--- src/rtl/square_motion_engine.sv ---
// Once-per-frame position update for up to five bouncing squares.
// A synchronous vsync rising edge starts a sweep that updates one object per clock.
module square_motion_engine #(
  parameter int unsigned NUM_OBJ  = 5,
  parameter int unsigned H_ACTIVE = 640,
  parameter int unsigned V_ACTIVE = 480
) (
  input  logic                   clk,
  input  logic                   reset,
  input  logic                   vsync,
  input  logic                   enable,
  input  logic [7:0]             size,
  output logic [10*NUM_OBJ-1:0]  x_pos,
  output logic [10*NUM_OBJ-1:0]  y_pos,
  output logic                   busy,
  output logic                   frame_tick
);

  typedef enum logic [1:0] {StIdle, StSweep, StDone} state_e;

  state_e      r_state, w_state_next;
  logic        r_vsync_d;
  logic [2:0]  r_idx;
  logic [7:0]  r_size_q;
  logic        r_busy, r_tick;
  logic [9:0]  r_x [NUM_OBJ];
  logic [9:0]  r_y [NUM_OBJ];
  logic        r_dir_x [NUM_OBJ];
  logic        r_dir_y [NUM_OBJ];

  logic        w_vsync_rise, w_last;
  logic [7:0]  w_size_clamp;
  logic [10:0] w_lim_x, w_lim_y, w_idx11;
  logic [9:0]  w_x_cur, w_y_cur;
  logic        w_dx_cur, w_dy_cur;
  logic [10:0] w_x_res, w_y_res;

  function automatic logic [9:0] rst_x(input int unsigned i);
    case (i)
      0:       rst_x = 10'd0;
      1:       rst_x = 10'd120;
      2:       rst_x = 10'd100;
      3:       rst_x = 10'd40;
      default: rst_x = 10'd40;
    endcase
  endfunction

  function automatic logic [9:0] rst_y(input int unsigned i);
    case (i)
      0:       rst_y = 10'd300;
      1:       rst_y = 10'd300;
      2:       rst_y = 10'd400;
      3:       rst_y = 10'd200;
      default: rst_y = 10'd50;
    endcase
  endfunction

  // Returns {dir, pos}; the position never leaves [0, lim].
  function automatic logic [10:0] axis_step(input logic [9:0]  pos,
                                            input logic        dir,
                                            input logic [10:0] lim,
                                            input logic [10:0] fwd,
                                            input logic [10:0] back);
    logic [10:0] n;
    if (dir) begin
      n = {1'b0, pos} + fwd;
      if (n >= lim) axis_step = {1'b0, lim[9:0]};
      else          axis_step = {1'b1, n[9:0]};
    end else if ({1'b0, pos} <= back) begin
      axis_step = {1'b1, 10'd0};
    end else begin
      n = {1'b0, pos} - back;
      if (n > lim) n = lim;
      axis_step = {1'b0, n[9:0]};
    end
  endfunction

  assign w_vsync_rise = vsync & ~r_vsync_d;
  assign w_last       = (r_idx == 3'(NUM_OBJ - 1));
  assign w_size_clamp = (size < 8'd8) ? 8'd8 : ((size > 8'd240) ? 8'd240 : size);
  assign w_lim_x      = 11'(H_ACTIVE) - {3'b000, r_size_q};
  assign w_lim_y      = 11'(V_ACTIVE) - {3'b000, r_size_q};
  assign w_idx11      = {8'd0, r_idx};

  always_comb begin
    w_state_next = r_state;
    unique case (r_state)
      StIdle:  if (w_vsync_rise && enable) w_state_next = StSweep;
      StSweep: if (w_last) w_state_next = StDone;
      StDone:  w_state_next = StIdle;
      default: w_state_next = StIdle;
    endcase
  end

  always_comb begin
    w_x_cur  = '0;
    w_y_cur  = '0;
    w_dx_cur = 1'b0;
    w_dy_cur = 1'b0;
    for (int i = 0; i < NUM_OBJ; i++) begin
      if (r_idx == 3'(i)) begin
        w_x_cur  = r_x[i];
        w_y_cur  = r_y[i];
        w_dx_cur = r_dir_x[i];
        w_dy_cur = r_dir_y[i];
      end
    end
    w_x_res = axis_step(w_x_cur, w_dx_cur, w_lim_x, 11'd7 + w_idx11, 11'd3 + w_idx11);
    w_y_res = axis_step(w_y_cur, w_dy_cur, w_lim_y, 11'd6 + w_idx11, 11'd10 + w_idx11);
  end

  always_ff @(posedge clk or posedge reset) begin
    if (reset) begin
      r_state   <= StIdle;
      r_vsync_d <= 1'b0;
      r_idx     <= '0;
      r_size_q  <= 8'd80;
      r_busy    <= 1'b0;
      r_tick    <= 1'b0;
      for (int i = 0; i < NUM_OBJ; i++) begin
        r_x[i]     <= rst_x(i);
        r_y[i]     <= rst_y(i);
        r_dir_x[i] <= (i == 1) || (i == 2) || (i == 3);
        r_dir_y[i] <= (i != 1);
      end
    end else begin
      r_vsync_d <= vsync;
      r_state   <= w_state_next;
      r_busy    <= (w_state_next != StIdle);
      r_tick    <= (w_state_next == StDone);
      if (r_state == StIdle && w_state_next == StSweep) begin
        r_idx    <= '0;
        r_size_q <= w_size_clamp;
      end
      if (r_state == StSweep) begin
        for (int i = 0; i < NUM_OBJ; i++) begin
          if (r_idx == 3'(i)) begin
            r_x[i]     <= w_x_res[9:0];
            r_dir_x[i] <= w_x_res[10];
            r_y[i]     <= w_y_res[9:0];
            r_dir_y[i] <= w_y_res[10];
          end
        end
        r_idx <= r_idx + 3'd1;
      end
    end
  end

  always_comb begin
    x_pos = '0;
    y_pos = '0;
    for (int i = 0; i < NUM_OBJ; i++) begin
      x_pos[10*i +: 10] = r_x[i];
      y_pos[10*i +: 10] = r_y[i];
    end
  end

  assign busy       = r_busy;
  assign frame_tick = r_tick;

endmodule

--- config.mk ---
export PLATFORM = sky130hd
export DESIGN_NAME = square_motion_engine
export DESIGN_NICKNAME = d
export VERILOG_FILES = /design/src/rtl/square_motion_engine.sv
export SDC_FILE = /design/constraint.sdc
export NUM_CORES = 1
export LEC_CHECK = 0
export BUFFER_PORTS_ARGS = -buffer_cell sky130_fd_sc_hd__buf_4
export CELL_PAD_IN_SITES_DETAIL_PLACEMENT = 0
export CELL_PAD_IN_SITES_GLOBAL_PLACEMENT = 1
export CORE_UTILIZATION = 45
export CTS_CLUSTER_SIZE = 40
export DETAILED_ROUTE_END_ITERATION = 10
export GPL_ROUTABILITY_DRIVEN = 0
export PLACE_DENSITY_LB_ADDON = 0.1
export SLEW_MARGIN = 30
export SYNTH_ARGS = -nofsm -noshare
export SYNTH_HDL_FRONTEND = slang
export SYNTH_SLANG_ARGS = --single-unit
--- constraint.sdc ---
create_clock -name clk -period 6.8 [get_ports clk]
set_input_delay 1.02 -clock clk [delete_from_list [all_inputs] [get_ports clk]]
set_output_delay 1.02 -clock clk [all_outputs]
set_load 0.05 [all_outputs]
Word-level counts from Yosys, hierarchy flattened. Index checks and enable logic that the tools add are counted.

Register bits after elaboration: 126. Latch bits: 0. RAM bits: 0. ROM bits: 0. Input port bits: 12. Output and inout bits: 102. Memories kept: 0.

Add/sub/neg operators: 11. Multipliers: 0. Div/mod/pow operators: 0. Magnitude comparators: 8. Equal/unequal tests: 7. Shift operators: 0. Muxes and demuxes: 35. Bitwise gates (word level): 2. Reduce and logical (&&, ||, !) cells: 11.

Operators by type and width (count): 10-bit two-way mux (12); 11-bit two-way mux (6); 10-bit by 4-bit adder with 11-bit output (2); 11-bit >= comparator (2); 11-bit > comparator (2); 8-bit two-way mux (2); 10-bit by 4-bit subtractor with 11-bit output (1); 10-bit by 5-bit subtractor with 11-bit output (1); 10-bit by 8-bit subtractor with 11-bit output (first input constant) (1); 10-bit by 4-bit less-or-equal comparator with 1-bit output (1); 10-bit by 5-bit less-or-equal comparator with 1-bit output (1); 1-bit two-way mux (10); 2-bit AND reduction (5); 9-bit by 8-bit subtractor with 10-bit output (first input constant) (1); 3-bit by 3-bit adder with 4-bit output (first input constant) (2); 8-bit > comparator (second input constant) (1); 8-bit by 4-bit < comparator with 1-bit output (second input constant) (1); 3-bit by 2-bit equality test with 1-bit output (second input constant) (2); 3-bit two-way mux (2); 4-bit by 3-bit adder with 5-bit output (first input constant) (1); 2-bit by 3-bit adder with 4-bit output (first input constant) (1); 2-bit by 1-bit equality test with 1-bit output (second input constant) (2); 2-bit two-way mux (2); 2-bit one-hot mux with 2 select lines (1); 10 further kinds (12).

Longest topological paths before layout. Gate-level depths: netlist (run 1).

Depth in word-level cells: 11. Mapped depth: 28. Gate-level depth less buffers: 26.

Worst setup path before layout (run 1). OpenSTA, ideal clock, no wires.

Path type: register to register. Start: reg r_idx[1]. End: reg r_y, in the netlist y_pos[23]. Library setup time: 0.140 ns. Arrival: 5.648 ns. Data required time: 6.660 ns. Slack: 1.011 ns. Cell stages (with the launch flop): 28. Path buffers: 2. Clock period less this slack: 5.789 ns. Cells stage by stage: dfrtp_1 > inv_1 > ha_1 > buf_4 > buf_4 > nand2_1 > nor2_1 > a22oi_1 > a211oi_1 > a21oi_1 > a21oi_1 > inv_1 > ha_1 > inv_1 > ha_1 > fa_1 > a21oi_1 > or2_1 > a21boi_0 > ha_1 > nand4_1 > and3_1 > o21ai_0 > a31oi_1 > nor4b_4 > nor3_4 > a22oi_1 > a31oi_1.

Longest elaborated chain between the ends: 11. Elaborated cells on any way between the ends: 27. Classes of those cells: 4 x add/sub; 3 x order compare; 4 x eq/ne; 14 x mux; 2 x reduce/logical.

RTL lines: start: declaration (RTL line 23) `logic [2:0] r_idx;`; start signal: assignment (RTL line 144) `r_idx <= r_idx + 3'd1;`; 3-bit zero test (RTL line 101) `if (r_idx == 3'(i)) begin`; 10-bit two-way mux (5 in series) (RTL line 101); 10-bit by 5-bit subtractor with 11-bit output (RTL line 72) `n = {1'b0, pos} - back;`; 11-bit > comparator (RTL line 73) `if (n > lim) n = lim;`; 10-bit two-way mux (RTL line 73); 11-bit two-way mux (RTL line 69) `end else if ({1'b0, pos} <= back) begin`; 11-bit two-way mux (RTL line 65) `if (dir) begin`; end signal: indexed assignment (RTL line 122) `r_y[i] <= rst_y(i);`; end signal: indexed assignment (RTL line 140) `r_y[i] <= w_y_res[9:0];`; end: declaration (RTL line 27) `logic [9:0] r_y [NUM_OBJ];`.

Parallel ways exist; a longest one is shown, timed or not. A chain may end at the register's enable or synchronous reset.

Final worst setup path (run 1).
Start: reg r_idx[1]. End: reg r_dir_y[0] (netlist bit).

Longest elaborated chain between the ends: 10. Elaborated cells on any way between the ends: 24. Classes of those cells: 3 x add/sub; 2 x order compare; 4 x eq/ne; 13 x mux; 2 x reduce/logical.

RTL lines: 3-bit zero test (RTL line 101); 10-bit two-way mux (5 in series) (RTL line 101); 10-bit by 4-bit adder with 11-bit output (RTL line 66) `n = {1'b0, pos} + fwd;`; 11-bit >= comparator (RTL line 67) `if (n >= lim) axis_step = {1'b0, lim[9:0]};`; 11-bit two-way mux (RTL line 67); 11-bit two-way mux (RTL line 65); end signal: indexed assignment (RTL line 124) `r_dir_y[i] <= (i != 1);`; end signal: indexed assignment (RTL line 141) `r_dir_y[i] <= w_y_res[10];`; end: declaration (RTL line 29) `logic r_dir_y [NUM_OBJ];`.

Parallel ways exist; a longest one is shown, timed or not.

==> summary.md, run 1 <==
| Metric | Value |
|---|---|
| Outcome | finished, final reports clean |
| Layout cell share with drive strength beyond 1 | 0.229 |
| Critical Path AT | 6.71 ns |
| CTS sink cnt | 126 |
| Routed wire length | 27.4 mm |
| Mapped Cells | 952 |
| Final Hold Vio Count | 0 |
| Syn-to-layout area delta | 20.9% |
| DRC | 0 |
| Worst-case clock buffer depth | 2 |
| Grt ovf | 0 |
| Req. time, crit path | 7.16 ns |
| Largest net degree at the start of global routing | 66 |
| Vias per cell | 6.03 |
| Worst-path maximum fanout | 8 |
| Iter 0 DRT Violations | 707 |
| Fin crit period | 6.35 ns |
| Die X | 139 um |
| Max Cap Viol | 0 |
| Worst-Skew Late Latency | 0.42 ns |
| First-pass GRT wire length | 42.8 mm |
| Starting density of the core | 0.467 |
| # H-tree levels | 4 |
| Detail Route Antenna Nets | 0 |
| Num ports | 114 |
| IO buf count | 113 |
| DR pass1 iterations | 5 |
| # rows | 49 |
| Sequential share of the synthesized area | 0.376 |
| Fin Setup TNS | 0 ns |
| Primary FF master, synth | dfrtp_1 |
| Final setup viols | 0 |
| Syn nets | 1035 |
| Core Region | 18200 um^2 |
| Final period utilization | 0.933 |
| Routed wire per std cell | 21.1 um |
| CTS Buf Count | 17 |
| Initial antenna violation count | 0 |
| Setup Crit Path Kind | reg -> reg |
| CTS tree | yes |
| Clock root buffer master | clkbuf_16 |
| Worst-Margin Slew | 0.882 ns |
| Die area | 19400 um^2 |
| N_diodes | 0 |
| Synth Cell Area | 8500 um^2 |
| Commonest non-fill, non-tap cell in the layout | nor2_1 |
| Clk pin slew, worst setup/hold paths | 0.06 ns |
| Asr flop ratio synth | 1.00 |
| Worst Setup End Kind | flip-flop |
| Vias in the first global route | 7260 |
| HPWL after detailed placement | 20.6 mm |
| Hold Crit Class | reg -> reg |
| Die height | 139 um |
| Slew headroom | 0.409 |
| Synth unique cells | 71 |
| Clock skew | 0.00966 ns |
| Mapped Avg Cell Area | 8.93 um^2 |
| Via count | 7849 |
| Crit path launch type | flip-flop |
| Syn. warnings | 0 |
| Post-CTS Setup Bufs | 0 |
| Post-layout nets | 1142 |
| Max Slew Vio Count | 0 |
| GRT Util Overall | 0.288 |
| Post-synth EDFFs | 0 |
| Flops & latches, synth | 126 |
| Commonest cells after routing, fill and taps aside | 140 x nor2_1, 131 x buf_4, 94 x a31oi_1 |
| Max Clock Freq | 0.158 GHz |
-- flip-flops by register name (all words and copies together) (netlist names) --
| signal | cells |
|---|---|
| y_pos | 50 |
| r_idx | 3 |
| r_state | 2 |
| r_dir_x | 5 |
| r_dir_y | 5 |
| busy | 1 |
| r_vsync_d | 1 |
| x_pos | 50 |
| r_size_q | 8 |
| frame_tick | 1 |
-- Yosys cell counts, drive strengths merged (4+ instances only) --
master | n | share of area
dfrtp | 89 | 0.26
a21oi | 66 | 0.040
xor2 | 19 | 0.020
nor4 | 6 | 0.0044
clkbuf | 32 | 0.014
nand2 | 49 | 0.022
a211o | 5 | 0.0052
a21boi | 5 | 0.0044
nor2b | 23 | 0.017
a221o | 4 | 0.0047
buf | 15 | 0.010
inv | 36 | 0.016
o21ai | 32 | 0.021
nor3 | 13 | 0.010
mux2 | 7 | 0.0093
a31oi | 94 | 0.069
a22oi | 16 | 0.014
dfstp | 37 | 0.11
a221oi | 4 | 0.0063
nand3 | 24 | 0.014
o211ai | 8 | 0.0077
xnor2 | 16 | 0.016
a211oi | 14 | 0.013
ha | 67 | 0.099
and2 | 6 | 0.0044
or3 | 8 | 0.0065
and3 | 7 | 0.0052
nand4 | 12 | 0.0088
o22ai | 5 | 0.0052
nor2 | 144 | 0.064
nand3b | 16 | 0.014
o21a | 5 | 0.0044
mux2i | 5 | 0.0059
a21o | 17 | 0.015
nand2b | 8 | 0.0059
fa | 4 | 0.0094
-- metal layers --
| metal | vias up | GRT usage | wire [um] |
|---|---|---|---|
| li1 | 3725 | - | - |
| met1 | 3778 | 0.442 | 13200 |
| met2 | 324 | 0.416 | 11800 |
| met3 | 22 | 0.0588 | 2220 |
| met4 | 0 | 0.0556 | 212 |
| met5 | - | 0 | 0 |
-- metrics by stage --
stage,hold slack [ns],setup WS [ns],instance area (um^2),std cells,utilization
after global placement,0.479,0.492,9590,1265,0.527
after floorplan,0.451,1.01,8500,952,-
final,0.480,0.453,10300,1301,0.564
after CTS,0.480,0.269,10200,1298,0.558
after detailed placement,0.470,0.275,9600,1266,0.527
after global routing,0.496,-0.00608,10300,1301,0.564
-- layout make-up --
| cell class | count | area (um^2) |
|---|---|---|
| Tap cell | 229 | 287 |
| Clock buffer | 19 | 443 |
| Fill cell | 1690 | 7930 |
| Clock inverter | 13 | 129 |
| Multi-Input combinational cell | 743 | 5020 |
| Sequential cell | 126 | 3200 |
| Timing Repair Buffer | 135 | 1060 |
| Inverter | 36 | 138 |
-- worst max-delay path: stages, from the launching register on --
cell and delay, ns:
dfrtp_1 0.47, inv_1 0.22, ha_1 0.21, nand2_1 0.13, nor2_2 0.33, a22oi_1 0.13, a211oi_1 0.26, a21oi_1 0.07
a21oi_1 0.34, inv_1 0.08, ha_1 0.33, inv_1 0.05, ha_1 0.22, fa_1 0.41, a21oi_1 0.16, or2_1 0.25
a21boi_0 0.38, ha_1 0.34, nand4_1 0.10, and3_1 0.14, o21ai_0 0.07, a31oi_1 0.38, nor4b_4 0.43, nor3_4 0.13
nor2_1 0.41, mux2_2 0.24
-- repair_timing --
action / CTS / global route
hold buffers: 0 / 0
setup endpoints to repair: 0 / 45
gates resized for setup: 0 / 8
-- path summary, 6_finish.rpt --
check / slack [ns] / startpoint / cells past startpoint / to
max: 0.45 / r_idx[1]$_DFFE_PP0P_ / 25 / r_dir_y[0]$_DFFE_PP1P_
min in group asynchronous: 0.74 / reset / 2 / y_pos[14]$_DFFE_PP0P_
max reg2reg: 0.45 / r_idx[1]$_DFFE_PP0P_ / 25 / r_dir_y[0]$_DFFE_PP1P_
max in group asynchronous: 4.68 / reset / 3 / busy$_DFF_PP0_
min reg2reg: 0.48 / r_size_q[4]$_DFFE_PP1P_ / 2 / r_size_q[4]$_DFFE_PP1P_
min: 0.48 / r_size_q[4]$_DFFE_PP1P_ / 2 / r_size_q[4]$_DFFE_PP1P_
-- logic make-up after synthesis --
logic type	Yosys count	synth area share
AO/OA/AOI/OAI	295	0.232
XOR/XNOR	35	0.0361
adder cells (fa/ha/maj)	71	0.108
buffers and inverters	83	0.0400
flip-flops	126	0.376
multiplexers	12	0.0152
AND/OR/NAND/NOR	330	0.192
Power of run 1 is not shown: default switching activity piles up to over one toggle a cycle in this logic, so the estimate is an artifact.
==> run 2: changes to the inputs <==
- CAP_MARGIN: default -> 30
- CTS_BUF_LIST: default -> sky130_fd_sc_hd__clkbuf_4 sky130_fd_sc_hd__clkbuf_8 sky130_fd_sc_hd__clkbuf_16
- PLACE_DENSITY: default -> 0.93
- PLACE_DENSITY_LB_ADDON: 0.1 -> default
==> summary.md, run 2 (synthesized netlist as in run 1, its figures left out) <==
| Metric | Value |
|---|---|
| Outcome | finished, final reports clean |
| Worst-path maximum fanout | 9 (+1) |
| Hold path startpoint | r_size_q[4]$_DFFE_PP1P_ |
| Detail Route Antenna Nets | 0 (unchanged) |
| Grt ovf | 0 (unchanged) |
| Clock skew | 0.0117 ns (+0.00202 ns) |
| Hold EP | r_size_q[4]$_DFFE_PP1P_ |
| FF-to-FF setup slack | 0.16 ns (-0.29 ns) |
| Iter 0 DRT Violations | 953 (+35%) |
| Largest net degree at the start of global routing | 48 (-27%) |
| Req. time, crit path | 7.06 ns (-0.10 ns) |
| GRT Util Overall | 0.284 (-0.00417) |
| Layout cell share with drive strength beyond 1 | 0.229 (-0.000799) |
| Slew headroom | 0.412 (+0.00333) |
| RSZ-0062 raised after global routing | true |
| Vias in the first global route | 7751 (+6.8%) |
| Critical Path AT | 6.90 ns (+0.19 ns) |
| HPWL after detailed placement | 20.0 mm (-2.8%) |
| Reg2Reg Depth | 24 (-4.0%) |
| Max Cap Viol | 0 (unchanged) |
| CTS tree | yes |
| # rows | 49 (unchanged) |
| Via count | 8195 (+4.4%) |
| Worst reg2reg path endpoint | y_pos[43]$_DFFE_PP0P_ |
| Commonest non-fill, non-tap cell in the layout | nor2_1 |
| Post-layout nets | 1137 (-0.44%) |
| Fin crit period | 6.64 ns (+0.291 ns) |
| Clk pin slew, worst setup/hold paths | 0.06 ns (about the same) |
| Routed wire length | 26.9 mm (-2.0%) |
| Fin worst setup slack | 0.161 ns (-0.291 ns) |
| Die area | 19400 um^2 (unchanged) |
| Final setup viols | 0 (unchanged) |
| Die X | 139 um (unchanged) |
| Max Slew Vio Count | 0 (unchanged) |
| Worst Setup End Kind | flip-flop |
| CTS sink cnt | 126 (unchanged) |
| Syn-to-layout area delta | 20.5% |
| Core Region | 18200 um^2 (unchanged) |
| Pre-CTS WS | 0.0841 ns (-0.191 ns) |
| Final period utilization | 0.976 (+0.0429) |
| Num ports | 114 (unchanged) |
| Crit-path most repeated cell | ha_1 |
| Final Hold Vio Count | 0 (unchanged) |
| Clock root buffer master | clkbuf_16 |
| Hold path depth | 2 (unchanged) |
| Vias per cell | 6.32 (+4.8%) |
| Worst-case clock buffer depth | 2 (unchanged) |
| IO buf count | 113 (unchanged) |
| Setup Crit Path Kind | reg -> reg |
| Slowest stage cell on the critical path | a22oi_1 |
| DRC | 0 (unchanged) |
| Max Clock Freq | 0.151 GHz (-4.4%) |
| N_diodes | 0 (unchanged) |
| Crit-path leading delay family | compound AO/OA/AOI/OAI gates |
| Initial antenna violation count | 0 (unchanged) |
| Crit path launch type | flip-flop |
| Reg2reg start | r_idx[1]$_DFFE_PP0P_ |
| Routed wire per std cell | 20.7 um (-1.7%) |
| Die height | 139 um (unchanged) |
| Hold Crit Class | reg -> reg |
| Worst-Skew Late Latency | 0.43 ns (about the same) |
| Stages on the worst setup path | 24 (-4.0%) |
| Starting density of the core | 0.467 (unchanged) |
| Commonest cells after routing, fill and taps aside | 141 x nor2_1, 128 x buf_4, 94 x a31oi_1 |
| CTS Buf Count | 17 (unchanged) |
| Crit-path cells | inv_1 > ha_1 > nor2b_2 > a22oi_1 > a211oi_1 > a21oi_1 > a21oi_1 > inv_1 > ha_1 > inv_1 > ha_1 > fa_1 > a21oi_1 > or2_1 > a21boi_0 > ha_1 > nand4_1 > and3_1 > o21ai_0 > a31oi_1 > nor4b_4 > nor3_4 > a22oi_1 > a31oi_1 |
| # H-tree levels | 4 (unchanged) |
| Worst-Margin Slew | 0.880 ns (-0.00205 ns) |
| CP bufs+invs | 3 (unchanged) |
| First-pass GRT wire length | 42.9 mm (+0.22%) |
| DR pass1 iterations | 5 (unchanged) |
| Critical path's largest stage delay | 0.53 ns (+0.06 ns) |
-- run 2: worst max-delay path by stage --
stage | slack (ns) | to | start
floorplan | 1.01 | y_pos[23]$_DFFE_PP0P_ | r_idx[1]$_DFFE_PP0P_
global placement | 0.44 | y_pos[43]$_DFFE_PP0P_ | r_idx[2]$_DFFE_PP0P_
detailed placement | 0.08 | y_pos[14]$_DFFE_PP0P_ | r_idx[1]$_DFFE_PP0P_
CTS | 0.03 | y_pos[14]$_DFFE_PP0P_ | r_idx[1]$_DFFE_PP0P_
global route | -0.15 | y_pos[43]$_DFFE_PP0P_ | r_idx[1]$_DFFE_PP0P_
finish | 0.16 | y_pos[43]$_DFFE_PP0P_ | r_idx[1]$_DFFE_PP0P_
-- run 2: worst min-delay path: cells and delay by family, from the launching register on --
kind             cells  cell delay, ns
DFF                  1            0.38
and+or+nand+nor      2            0.09
-- run 2: layer usage --
layer / global-route usage / share of wire / vias up / wire length, um
li1: - / - / 3709 / -
met3: 0.0564 / 0.091 / 63 / 2440
met2: 0.419 / 0.44 / 475 / 11800
met4: 0.108 / 0.028 / 0 / 750
met1: 0.409 / 0.44 / 3948 / 11900
met5: 0 / 0 / - / 0
-- run 2: timing repair --
action                     in CTS  in global routing
setup endpoints to repair       0                 52
gates resized for setup         0                  8
hold buffers                    0                  0
buffers inserted                0                  0
-- run 2: final cells by class --
type | instances | area (um^2)
fillers | 1618 | 7960
multi-input cells | 743 | 5010
flip-flops and latches | 126 | 3200
repair buffers | 130 | 986
clock buffers | 23 | 489
well taps | 229 | 287
inverters | 36 | 138
clock inverters | 9 | 134
-- run 2: stage by stage --
step / util / TNS (ns) / area [um^2] / cells / hold WS (ns)
after detailed placement: 0.526 / 0 / 9580 / 1263 / 0.469
after floorplan: - / 0 / 8500 / 952 / 0.451
after CTS: 0.560 / 0 / 10200 / 1295 / 0.478
after global placement: 0.525 / 0 / 9550 / 1262 / 0.466
after global routing: 0.563 / -1.19 / 10200 / 1296 / 0.524
final: 0.563 / 0 / 10200 / 1296 / 0.479
Power of run 2 is left out for the same reason.
==> run 3: changes to the inputs <==
- MAX_ROUTING_LAYER: default -> met4
==> summary.md, run 3 (synthesized netlist as in run 1, its figures left out) <==
| Metric | Value |
|---|---|
| Outcome | finished, final reports clean |
| Worst-path maximum fanout | 9 (unchanged) |
| Die X | 139 um (unchanged) |
| Slowest stage cell on the critical path | a22oi_1 |
| # rows | 49 (unchanged) |
| Grt ovf | 0 (unchanged) |
| DR pass1 iterations | 6 (+1) |
| Fin Setup TNS | 0 ns (unchanged) |
| Starting density of the core | 0.467 (unchanged) |
| GRT Util Overall | 0.293 (+0.00877) |
| Syn-to-layout area delta | 20.5% (unchanged) |
| Max Slew Vio Count | 0 (unchanged) |
| Clock root buffer master | clkbuf_16 |
| Layout cell share with drive strength beyond 1 | 0.229 (unchanged) |
| Hold path depth | 2 (unchanged) |
| Worst-Margin Slew | 0.876 ns (-0.00405 ns) |
| # H-tree levels | 4 (unchanged) |
| Hold path startpoint | r_size_q[4]$_DFFE_PP1P_ |
| RSZ-0062 raised after global routing | true |
| FILL cells | 1618 (unchanged) |
| Commonest non-fill, non-tap cell in the layout | nor2_1 |
| Iter 0 DRT Violations | 892 (-6.4%) |
| Initial antenna violation count | 0 (unchanged) |
| Hold EP | r_size_q[4]$_DFFE_PP1P_ |
| Critical path's largest stage delay | 0.54 ns (about the same) |
| Critical Path AT | 6.91 ns (about the same) |
| Req. time, crit path | 7.06 ns (about the same) |
| Crit-path most repeated cell | ha_1 |
| Final setup viols | 0 (unchanged) |
| Vias per cell | 6.33 (+0.15%) |
| Fin crit period | 6.65 ns (+0.0155 ns) |
| CTS resizes | 0 (unchanged) |
| Detail Route Antenna Nets | 0 (unchanged) |
| Post-CTS Setup Bufs | 0 (unchanged) |
| CTS sink cnt | 126 (unchanged) |
| Slew headroom | 0.416 (+0.00333) |
| IO buf count | 113 (unchanged) |
| Hold_buf cts | 0 (unchanged) |
| First-pass GRT wire length | 43.0 mm (+0.18%) |
| Max Clock Freq | 0.150 GHz (-0.23%) |
| Post-layout nets | 1137 (unchanged) |
| Final Hold Vio Count | 0 (unchanged) |
| Worst reg2reg path endpoint | y_pos[43]$_DFFE_PP0P_ |
| Worst-Skew Late Latency | 0.43 ns (about the same) |
| Reg2Reg Depth | 24 (unchanged) |
| Die height | 139 um (unchanged) |
| Die area | 19400 um^2 (unchanged) |
| Final period utilization | 0.979 (+0.00229) |
| FF-to-FF setup slack | 0.15 ns (-0.02 ns) |
| CTS Buf Count | 17 (unchanged) |
| Clock skew | 0.0111 ns (-0.000585 ns) |
| Worst-case clock buffer depth | 2 (unchanged) |
| DRC | 0 (unchanged) |
| HPWL after detailed placement | 20.0 mm (unchanged) |
| Commonest cells after routing, fill and taps aside | 141 x nor2_1, 128 x buf_4, 94 x a31oi_1 |
| N_diodes | 0 (unchanged) |
| Vias in the first global route | 7734 (-0.22%) |
| Core Region | 18200 um^2 (unchanged) |
| CTS tree | yes |
| Routed wire per std cell | 20.7 um (about the same) |
| Routed wire length | 26.9 mm (about the same) |
| Worst Setup End Kind | flip-flop |
| Clk pin slew, worst setup/hold paths | 0.06 ns (about the same) |
| Reg2reg start | r_idx[1]$_DFFE_PP0P_ |
| Via count | 8207 (+0.15%) |
| Crit path launch type | flip-flop |
| Largest net degree at the start of global routing | 48 (unchanged) |
| Setup Crit Path Kind | reg -> reg |
| Hold Crit Class | reg -> reg |
| Max Cap Viol | 0 (unchanged) |
| Num ports | 114 (unchanged) |
| Crit-path cells | inv_1 > ha_1 > nor2b_2 > a22oi_1 > a211oi_1 > a21oi_1 > a21oi_1 > inv_1 > ha_1 > inv_1 > ha_1 > fa_1 > a21oi_1 > or2_1 > a21boi_0 > ha_1 > nand4_1 > and3_1 > o21ai_0 > a31oi_1 > nor4b_4 > nor3_4 > a22oi_1 > a31oi_1 |
run 3: stage by stage:
stage	area (um^2)	instances	hold slack (ns)	setup slack (ns)	util
after detailed placement	9580	1263	0.469	0.0841	0.526
after global placement	9550	1262	0.466	0.437	0.525
final	10200	1296	0.480	0.146	0.563
after floorplan	8500	952	0.451	1.01	-
after global routing	10200	1296	0.524	-0.149	0.563
after CTS	10200	1295	0.478	0.0309	0.560
run 3: worst max path at each step:
stage | from | endpoint | slack (ns)
global route | r_idx[1]$_DFFE_PP0P_ | y_pos[43]$_DFFE_PP0P_ | -0.15
finish | r_idx[1]$_DFFE_PP0P_ | y_pos[43]$_DFFE_PP0P_ | 0.15
floorplan | r_idx[1]$_DFFE_PP0P_ | y_pos[23]$_DFFE_PP0P_ | 1.01
detailed placement | r_idx[1]$_DFFE_PP0P_ | y_pos[14]$_DFFE_PP0P_ | 0.08
CTS | r_idx[1]$_DFFE_PP0P_ | y_pos[14]$_DFFE_PP0P_ | 0.03
global placement | r_idx[2]$_DFFE_PP0P_ | y_pos[43]$_DFFE_PP0P_ | 0.44
run 3: worst max-delay path: cells and delay by family, from the launching register on:
family / cells / cell delay [ns]
AOI/OAI and AO/OA: 10 / 2.59
and+or+nand+nor: 6 / 1.54
adders and majority gates: 5 / 1.51
DFF: 1 / 0.47
buffers and inverters: 3 / 0.37
run 3: layout make-up:
type                            count  area (um^2)  share of cell area
Tap cell                          229          287              0.0280
Clock inverter                      9          134              0.0131
Multi-Input combinational cell    743         5010               0.489
Sequential cell                   126         3200               0.312
Inverter                           36          138              0.0134
Timing Repair Buffer              130          986              0.0962
Clock buffer                       23          489              0.0477
run 3: layer usage:
layer  wire (um)  track usage  vias to the layer above  part of all wire
li1            -            -                     3710                 -
met1       12000        0.412                     4015              0.44
met2       11800        0.419                      424              0.44
met3        2380       0.0523                       58             0.089
met4         694        0.108                        0             0.026
met5           0            -                        -                 0
Power of run 3 is left out for the same reason.
